## config.mk

```make
export PLATFORM = sky130hd
export DESIGN_NAME = cpu_test_monitor
export DESIGN_NICKNAME = d
export VERILOG_FILES = /design/src/rtl/cpu_test_monitor.sv
export SDC_FILE = /design/constraint.sdc
export NUM_CORES = 1
export LEC_CHECK = 0
export CAP_MARGIN = 30
export CORE_MARGIN = 4
export CORE_UTILIZATION = 49
export DETAILED_ROUTE_END_ITERATION = 8
export PLACE_DENSITY = 0.9
export SYNTH_ARGS = -nofsm -noshare
export SYNTH_HDL_FRONTEND = slang
export SYNTH_SLANG_ARGS = --single-unit
export TNS_END_PERCENT = 50
```

## constraint.sdc

```tcl
create_clock -name clk -period 5.7 [get_ports clk]
set_input_delay 0.57 -clock clk [delete_from_list [all_inputs] [get_ports clk]]
set_output_delay 0.57 -clock clk [all_outputs]
set_load 0.05 [all_outputs]
```

## src/rtl/cpu_test_monitor.sv

```systemverilog
// Run/judge harness for the cpu: sequences its reset, snoops
// signature stores, and produces a pass/fail verdict.
module cpu_test_monitor #(
  parameter int ADDR_W = 32,
  parameter int DATA_W = 32,
  parameter int NUM_CHECKS = 4,
  parameter logic [ADDR_W-1:0] SIG_BASE = 'h0000_0100,
  parameter logic [ADDR_W-1:0] DONE_ADDR = 'h0000_01FC,
  parameter int TIMEOUT = 5000,
  parameter int RESET_HOLD = 2,
  parameter int CNT_W = 32
) (
  input  logic                       clk,
  input  logic                       reset,
  input  logic                       start,
  output logic                       cpu_reset_n,
  input  logic                       mem_wr_sig,
  input  logic [ADDR_W-1:0]          mem_addr,
  input  logic [DATA_W-1:0]          mem_wr_data,
  input  logic [NUM_CHECKS*DATA_W-1:0] exp_data,
  output logic                       busy,
  output logic                       done,
  output logic                       pass,
  output logic [NUM_CHECKS-1:0]      fail_mask,
  output logic                       timeout,
  output logic [CNT_W-1:0]           cycle_count
);

  localparam int HOLD_W = 16;
  localparam int HOLD_LAST = (RESET_HOLD > 0) ? RESET_HOLD - 1 : 0;

  typedef enum logic [2:0] {
    S_IDLE,
    S_HOLD,
    S_RUN,
    S_CHECK,
    S_DONE
  } state_t;

  state_t state;
  state_t state_nxt;

  logic [HOLD_W-1:0]     hold_cnt;
  logic [NUM_CHECKS-1:0] valid;
  logic [DATA_W-1:0]     slot [NUM_CHECKS];
  logic [NUM_CHECKS-1:0] chk_mask;

  logic [ADDR_W-1:0] off;
  logic [3:0]        slot_idx;
  logic              slot_hit;
  logic              done_wr;
  logic              to_expire;
  logic              start_ok;
  logic              hold_last;

  // Slot decode: aligned, at/after SIG_BASE, below the last slot.
  assign off      = mem_addr - SIG_BASE;
  assign slot_idx = off[5:2];
  assign slot_hit = (state == S_RUN) && mem_wr_sig
                    && (mem_addr >= SIG_BASE)
                    && (off < ADDR_W'(4 * NUM_CHECKS))
                    && (off[1:0] == 2'b00);

  assign done_wr   = (state == S_RUN) && mem_wr_sig
                     && (mem_addr == DONE_ADDR);
  assign to_expire = (state == S_RUN) && !done_wr
                     && (cycle_count == CNT_W'(TIMEOUT - 1));
  assign start_ok  = start
                     && ((state == S_IDLE) || (state == S_DONE));
  assign hold_last = (hold_cnt >= HOLD_W'(HOLD_LAST));

  always_comb begin
    chk_mask = '0;
    for (int i = 0; i < NUM_CHECKS; i++) begin
      chk_mask[i] = !valid[i]
        || (slot[i] != exp_data[i*DATA_W +: DATA_W]);
    end
  end

  always_ff @(posedge clk or posedge reset) begin
    if (reset) begin
      state <= S_IDLE;
    end else begin
      state <= state_nxt;
    end
  end

  always_comb begin
    state_nxt = state;
    unique case (state)
      S_IDLE:  if (start_ok) state_nxt = S_HOLD;
      S_HOLD:  if (hold_last) state_nxt = S_RUN;
      S_RUN: begin
        if (done_wr) state_nxt = S_CHECK;
        else if (to_expire) state_nxt = S_DONE;
      end
      S_CHECK: state_nxt = S_DONE;
      S_DONE:  if (start_ok) state_nxt = S_HOLD;
      default: state_nxt = S_IDLE;
    endcase
  end

  always_comb begin
    cpu_reset_n = 1'b0;
    busy        = 1'b0;
    done        = 1'b0;
    unique case (state)
      S_IDLE:  ;
      S_HOLD:  busy = 1'b1;
      S_RUN: begin
        busy        = 1'b1;
        cpu_reset_n = 1'b1;
      end
      S_CHECK: busy = 1'b1;
      S_DONE:  done = 1'b1;
      default: ;
    endcase
  end

  always_ff @(posedge clk or posedge reset) begin
    if (reset) begin
      hold_cnt    <= '0;
      valid       <= '0;
      cycle_count <= '0;
      pass        <= 1'b0;
      fail_mask   <= '0;
      timeout     <= 1'b0;
    end else begin
      if (start_ok) begin
        hold_cnt    <= '0;
        valid       <= '0;
        cycle_count <= '0;
        pass        <= 1'b0;
        fail_mask   <= '0;
        timeout     <= 1'b0;
      end
      if (state == S_HOLD) begin
        hold_cnt <= hold_cnt + 1'b1;
      end
      if (state == S_RUN) begin
        if (cycle_count != '1) begin
          cycle_count <= cycle_count + 1'b1;
        end
        for (int i = 0; i < NUM_CHECKS; i++) begin
          if (slot_hit && (slot_idx == 4'(i))) begin
            valid[i] <= 1'b1;
          end
        end
        // Abort verdict reports only which slots never arrived.
        if (to_expire) begin
          timeout   <= 1'b1;
          pass      <= 1'b0;
          fail_mask <= ~valid;
        end
      end
      if (state == S_CHECK) begin
        fail_mask <= chk_mask;
        pass      <= (chk_mask == '0);
      end
    end
  end

  always_ff @(posedge clk) begin
    for (int i = 0; i < NUM_CHECKS; i++) begin
      if (slot_hit && (slot_idx == 4'(i))) begin
        slot[i] <= mem_wr_data;
      end
    end
  end

endmodule

```

Yosys cells after proc, flatten, opt, wreduce, memory -nomap -nowiden. Memories as Yosys holds them, arrays and structs flattened. Cells that the tools add are included. Widths: inputs -> output; s select.

Register bits after elaboration: 61. Bits in latches: 0. RAM bits: 128. Memory bits (read-only): 0. Input bits: 196. Output and inout bits: 41. Word-level logic and storage cells: 112. Memories: 1.

Add/subtract/negate cells: 3. $mul: 0. Divide/modulo/power cells: 0. Order comparisons: 3. Eq/ne operators: 17. Shifts and indexed selects: 0. Mux-type cells: 47. Bitwise gates (word level): 1. Reduce and logical (&&, ||, !) cells: 33.

Memories: slot (words 4, bits a word 32, read ports 4, clocked after Yosys merged registers in 0, wr ports 1, line 45) `logic [DATA_W-1:0] slot [NUM_CHECKS];`.

Operator list (number): $mux 32 (6); $ne 32x32->1 (4); $reduce_or 32->1 (3); $add 32x1->32 const B (1); $eq 32x13->1 const B (1); $eq 32x9->1 const B (1); $ge 32x9->1 const B (1); $lt 32x5->1 const B (1); $mux 16 (2); $ne 32x32->1 const B (1); $sub 32x9->32 const B (1); $mux 1 (25); $mux 4 (6); $add 16x1->16 const B (1); $ge 16x1->1 const B (1); $logic_and 1x1->1 (12); $mux 3 (4); $pmux 3 s4 (1); $eq 4x2->1 const B (2); $logic_not 4->1 (2); $eq 3x2->1 const B (2); $mux 2 (3); $logic_not 1->1 (5); $logic_or 1x1->1 (5); 13 further kinds (13).

Longest topological paths before layout. Gate-level depths: netlist of the first run.

Depth in word-level cells: 12. Gate-level depth with buffers: 9. Depth with buffers taken out: 8.

Worst setup path after synthesis of the first run. No wires, ideal clock.

Kind: input port to flip-flop. Start: input port mem_addr[16]. End: memory slot[0][0] (enable). Library setup time: 461 ps. Arrival time: 4272 ps. Data required time: 5239 ps. Path slack: 967 ps. Cell stages on the path: 6. Path buffers: 0. Cell sequence: or3_1 -> or4_4 -> nor3_1 -> xnor2_1 -> nand4_1 -> nor3_1.

Cells in the longest elaborated chain, start to end: 11. Elaborated cells between the ends (all ways): 27. Those cells by class: 1 x add/sub; 2 x order compare; 14 x mux; 10 x reduce/logical.

Ends and longest elaborated chain: start, declared (line 18) `input logic [ADDR_W-1:0] mem_addr,`; $sub 32x9->32 or $ge 32x9->1 (tied branches) (line 57, 60); $lt 32x5->1 or $logic_and 1x1->1 (tied branches) (line 61, 60); $logic_and 1x1->1 (*) (line 61) `&& (off < ADDR_W'(4 * NUM_CHECKS))`; $logic_and 1x1->1 (*) (line 62) `&& (off[1:0] == 2'b00);`; $logic_and 1x1->1 (line 165) `if (slot_hit && (slot_idx == 4'(i))) begin`; $mux 1 (line 165); $mux 1 (not written as such) (line 166) `slot[i] <= mem_wr_data;`; $reduce_or 32->1 (no source line); $mux 2 (no source line) or $mux 1 (tied branches) (3 in a row); end, declared (line 45).

Every way passes the cells marked *; elsewhere a longest branch is shown, timed or not.

Worst setup path after layout of the first run.
Start: input port mem_addr[14]. End: memory slot[1][23] (enable).

The elaborated chain is that of the path after synthesis.

==> impl_metrics.toml, run 1 <==
[sta]
fin_crit_ns = 3.70
finalClockSkew_ns = 0.00914
finalCritPeriodShare_pct = 65.0
rsz0062_at_grt = "false"
clock.fmax_mhz = 270
setup_ws_ns = 2.00
tightest_slew_ns = 1.01
hold_viol = 0
finalSetupViolations = 0
slew_violations = 0
finalSetupTns_ns = 0
slew_headroom_pct = 32.7

[placement]
dp.final_hpwl_mm = 18.4
place_ws_ns = 1.55
port_buffers = 236
placed_cell_area_sq_um = 11300
globalplace.congestion = 0.946

[route]
drt_wl_total_mm = 23.8
via_per_inst = 5.57
first_pass_iters = 5
ant_nets = 0
drc_errors = 0
vias = 6510
post_drt_wl_per_cell_um = 20.4
drt_iter0_markers = 395

[critical_path]
worst_ep_arrival_time_ns = 3.75
cp_max_fo = 32
required_ns = 5.75
path_class = "in -> reg"
cp-start-kind = "input pin"
endpoint_kind = "flop"

[synthesis]
synth_edf_count = 128
synth_nets = 882
synth_top_area_share_pct = 44.2
synth_area_leaders = "edfxtp_1, dfrtp_1, xnor2_1"
synth_cells = 682
synth_area_sq_um = 8700
yosysTopAreaCell = "edfxtp_1"
avgSynthCellArea_sq_um = 12.8
yosys_most_used_dff = "edfxtp_1"
ys_seq_elements = 189
seq_area_frac_synth_pct = 61.7
async_reset_ff_share_pct = 32.3
synth.distinct_cells = 56
yosysWarningCount = 0

[final_layout]
layout-drive-gt1-share_pct = 6.46
design_area_sq_um = 11900
nNetsFinal = 1131
diodes = 0
final_core_util_pct = 68.8
synthToLayoutAreaGrowth_pct = 37.2
multi_input_area_sq_um = 3260
fillers = 1232
ff_latch_area_sq_um = 5370

[clock_tree]
clk_pin_slew_ns = 0.07
cts_max_path_buffers = 2
cts_resized = 0
root_buffer = "clkbuf_16"
postCtsHoldBufs = 0
cts_made_buffers = 17
cts_htree_levels = 4
cts_tree = "yes"
post_cts_buffers = 0
clk_latency_ns = 0.43
cts_sinks = 189

[pwr]
max-vdd-ir-drop_uv = 280
power_mw = 3.35
power.leakage_nw = 4.26
p_per_area_nw_per_um2 = 281

[run]
drv_cap = 0

[floorplanning]
start_util_pct = 50.1
die-area_sq_um = 20000
die_y_um = 141
fp-row-count = 48
fp.dieW_um = 141
io_pins = 237
coreArea_sq_um = 17400

[global_route]
grt_pass1_vias = 6660
grt_start_max_net_pins = 62
antenna_found_initial = 1
overflow = 0
grt_pass1_wl_mm = 35.9
grtUsageTotal_pct = 23.8

[hold_path]
min_path_type = "reg -> reg"

[run_status]
status = "finished, final reports clean"
[power breakdown]
group	internal, mW	switching, mW	leakage [nW]
Combinational	0.264	0.351	1.98
Clock	0.657	0.525	0.287
Sequential	1.51	0.0453	1.99
[final timing paths]
kind / startpoint / depth (start not counted) / end / slack [ns]
max: mem_addr[14] / 7 / slot[1][23] / 2.00
min: hold_cnt[15] / 1 / hold_cnt[15] / 0.48
max reg2reg: state[2] / 7 / slot[1][23] / 2.30
min reg2reg: hold_cnt[15] / 1 / hold_cnt[15] / 0.48
max in group asynchronous: reset / 3 / state[0] / 4.52
min in group asynchronous: reset / 3 / cycle_count[29] / 0.68
[cells in the final DEF (no fill, tap or decap), drive strengths merged, types with 2 or more instances in the layout]
cell,n
ha,4
clkinv,4
nor4b,3
or4,4
buf,3
and2,7
nand2b,4
dfrtp,61
nor2,33
o21ai,30
and4,4
nand4,36
nor3,17
o31ai,11
mux2,4
a31oi,4
nand3,37
xnor2,92
mux2i,11
nand2,53
xor2,40
inv,20
and3,12
clkbuf,18
o211ai,10
nand3b,4
clkdlybuf4s50,236
or2,3
nor4,28
a21oi,4
edfxtp,128
bufinv,2
or3,4
[Yosys cell counts, drive strengths merged (2+ instances only)]
master	n
a21oi	4
a31oi	4
and2	7
and3	12
and4	4
buf	2
clkbuf	7
dfrtp	61
edfxtp	128
ha	4
inv	13
mux2	4
mux2i	11
nand2	53
nand2b	4
nand3	37
nand3b	4
nand4	36
nor2	33
nor3	17
nor4	28
nor4b	3
o211ai	10
o21ai	30
o31ai	11
or2	3
or3	4
or4	4
xnor2	92
xor2	40
[per-stage QoR]
stage,cells,hold slack [ns]
6_report,1169,0.483
3_5_place_dp,1137,0.473
3_3_place_gp,1137,0.469
2_1_floorplan,682,0.446
5_1_grt,1169,0.508
4_1_cts,1169,0.485
[logic make-up (layout without fill, tap and decap cells)]
kind of cell / after synthesis / in the layout / share of synthesized area [%]
AOI/OAI and AO/OA: 68 / 68 / 5.41
muxes: 15 / 15 / 1.78
and+or+nand+nor: 252 / 252 / 16.1
DFF: 189 / 189 / 61.7
buffers and inverters: 22 / 284 / 1.11
xor gates and xnor gates: 132 / 132 / 13.3
adders and majority gates: 4 / 4 / 0.575
[flip-flops by register name, indices dropped and copies added, names as in the netlist]
name         flops
pass             1
cycle_count     32
slot           128
hold_cnt        16
state            3
timeout          1
valid            4
fail_mask        4
[final cells by class]
cell class              instances  share of cell area (%)
flip-flops and latches        189                    45.0
multi-input cells             471                    27.3
repair buffers                239                    20.0
clock buffers                  18                    3.60
well taps                     225                    2.36
clock inverters                14                    1.31
inverters                      13                   0.430
[worst max-delay path, cell delays in order]
cell and delay (ns):
clkdlybuf4s50_1 0.45, or3_1 0.41, or4_4 0.46, nor3_1 0.24
xnor2_1 0.15, nand4_1 0.47, nor2_4 0.97
[layer usage]
layer / vias to the layer above / part of all wire (%) / track usage, %
met3: 38 / 8.2 / 6.00
li1: 3048 / - / -
met4: 2 / 2.6 / 8.26
met1: 3125 / 38 / 28.2
met5: - / 0.055 / 0
met2: 297 / 52 / 42.1
Note: power is estimated with default switching activity, not from simulation.
==> inputs of run 2 (changes only) <==
--- a/config.mk
+++ b/config.mk
@@ -7,9 +7,9 @@
 export LEC_CHECK = 0
 export CAP_MARGIN = 30
 export CORE_MARGIN = 4
-export CORE_UTILIZATION = 49
+export CORE_UTILIZATION = 44
 export DETAILED_ROUTE_END_ITERATION = 8
-export PLACE_DENSITY = 0.9
+export PLACE_DENSITY = 0.86
 export SYNTH_ARGS = -nofsm -noshare
 export SYNTH_HDL_FRONTEND = slang
 export SYNTH_SLANG_ARGS = --single-unit
==> constraint.sdc (replaced) <==
create_clock -name clk -period 3.1 [get_ports clk]
set_input_delay 0.31 -clock clk [delete_from_list [all_inputs] [get_ports clk]]
set_output_delay 0.31 -clock clk [all_outputs]
set_load 0.05 [all_outputs]
==> run 2 against run 1 <==
  * Sequential power rose by 84%
  * Critical path depth increased by 2
  * First-iteration DRC count increased by 17%
  * Clock skew grew 0.0052 ns
  * Combinational power grew 87%
  * Die area up 11%
  * Largest cell class unchanged
  * Register-to-register slack got worse by 1.7 ns
  * Worst hold slack worse by 0.077 ns
==> impl_metrics.toml, run 2 (synthesized netlist as in run 1, its figures left out) <==
[critical_path]
ff2ff_path_depth = 9
critical_path.max_stage_delay_ns = 0.46
required_ns = 3.23
path_delay_family = "simple AND/OR/NAND/NOR gates"
path_depth = 9
path_cells = "clkdlybuf4s50_1, or3_4, or4_4, nor3_2, xnor2_1, nand4_1, buf_4, nor3_4, buf_12"
crit_slowest_cell = "clkdlybuf4s50_1"
endpoint_kind = "flop"
cp_num_buf_inv = 3
reg2reg_setup_slack_ns = 0.59
cp_max_fo = 32
cp-start-kind = "input pin"
path_class = "in -> reg"
worst_ep_arrival_time_ns = 2.78

[clock_tree]
cts_max_path_buffers = 2
clk_pin_slew_ns = 0.08
cts_htree_levels = 4
cts_resized = 0
cts_sinks = 189
post_cts_buffers = 0
postCtsHoldBufs = 0
cts_made_buffers = 17
cts_tree = "yes"
clk_latency_ns = 0.44
root_buffer = "clkbuf_16"

[sta]
tightest_slew_ns = 0.771
slew_violations = 0
clock.fmax_mhz = 377
setup_ws_ns = 0.449
finalCritPeriodShare_pct = 85.5
hold_viol = 0
slew_headroom_pct = 48.6
rsz0062_at_grt = "false"
finalClockSkew_ns = 0.0144
fin_crit_ns = 2.65
finalSetupViolations = 0

[placement]
globalplace.congestion = 0.878
port_buffers = 236
placed_cell_area_sq_um = 11500
dp.final_hpwl_mm = 18.9
place_ws_ns = 0.0190

[floorplanning]
die_y_um = 149
io_pins = 237
coreArea_sq_um = 19500
start_util_pct = 44.7
die-area_sq_um = 22100
fp.dieW_um = 149
fp-row-count = 51

[global_route]
grt_pass1_wl_mm = 37.1
antenna_found_initial = 2
grt_start_max_net_pins = 62
overflow = 0
grt_pass1_vias = 6700
grtUsageTotal_pct = 22.6

[route]
drt_iter0_markers = 461
vias = 6553
post_drt_wl_per_cell_um = 20.1
drc_errors = 0
ant_nets = 0
first_pass_iters = 5
drt_wl_total_mm = 24.5
via_per_inst = 5.38

[final_layout]
largest_register = "slot"
synthToLayoutAreaGrowth_pct = 39.9
reg_top3 = "slot: 128 flops, cycle_count: 32 flops, hold_cnt: 16 flops"
final_common_cell = "clkdlybuf4s50_1"
largest_register_ffs = 128
nNetsFinal = 1139
diodes = 0
layout-drive-gt1-share_pct = 7.56
fillers = 1492
layout_common_cells = "clkdlybuf4s50_1, edfxtp_1, xnor2_1"
design_area_sq_um = 12200

[run]
drv_cap = 0

[hold_path]
min_path_type = "in -> async"

[pwr]
p_per_area_nw_per_um2 = 521
power.leakage_nw = 4.33
max-vdd-ir-drop_uv = 387

[run_status]
status = "finished, final reports clean"
run 2: area by class of cell:
class / instances / area (sq um) / area share, %
inverters: 13 / 53.8 / 0.442
flip-flops and latches: 189 / 5370 / 44.1
clock buffers: 17 / 425 / 3.50
well taps: 265 / 332 / 2.72
clock inverters: 15 / 204 / 1.68
multi-input cells: 471 / 3280 / 26.9
repair buffers: 247 / 2510 / 20.6
run 2: final timing paths:
path,from,endpoint
max,mem_addr[14],slot[0][17]
min,reset,cycle_count[25]
max reg2reg,state[2],slot[0][17]
min reg2reg,timeout,timeout
max in group asynchronous,reset,hold_cnt[12]
min in group clk,timeout,timeout
run 2: power by group:
group          total, mW  internal (mW)  switching, mW
logic               1.15          0.495          0.659
clock network       2.33           1.30           1.04
registers           2.85           2.77         0.0810
run 2: routing by layer:
layer  wire length [um]  share of wire [%]  track usage, %
met2              12700                 52            39.5
met3               2200                9.0            7.43
met5                 25               0.10               0
met1               8990                 37            26.2
met4                589                2.4            7.53
run 2: through the flow:
stage / hold WS, ns / cells / utilization (%) / total power, mW / TNS [ns]
floorplan: 0.402 / 682 / - / 3.50 / -4.74
global placement: 0.460 / 1185 / 59.3 / 4.03 / 0
detailed placement: 0.469 / 1185 / 59.3 / 4.06 / 0
CTS: 0.421 / 1217 / 62.5 / 6.39 / 0
global route: 0.475 / 1217 / 62.5 / 6.61 / 0
finish: 0.406 / 1217 / 62.5 / 6.34 / 0
run 2: tightest hold or removal path, stage by stage:
cell and delay (ns):
clkdlybuf4s50_1 0.41, inv_2 0.05, buf_4 0.59
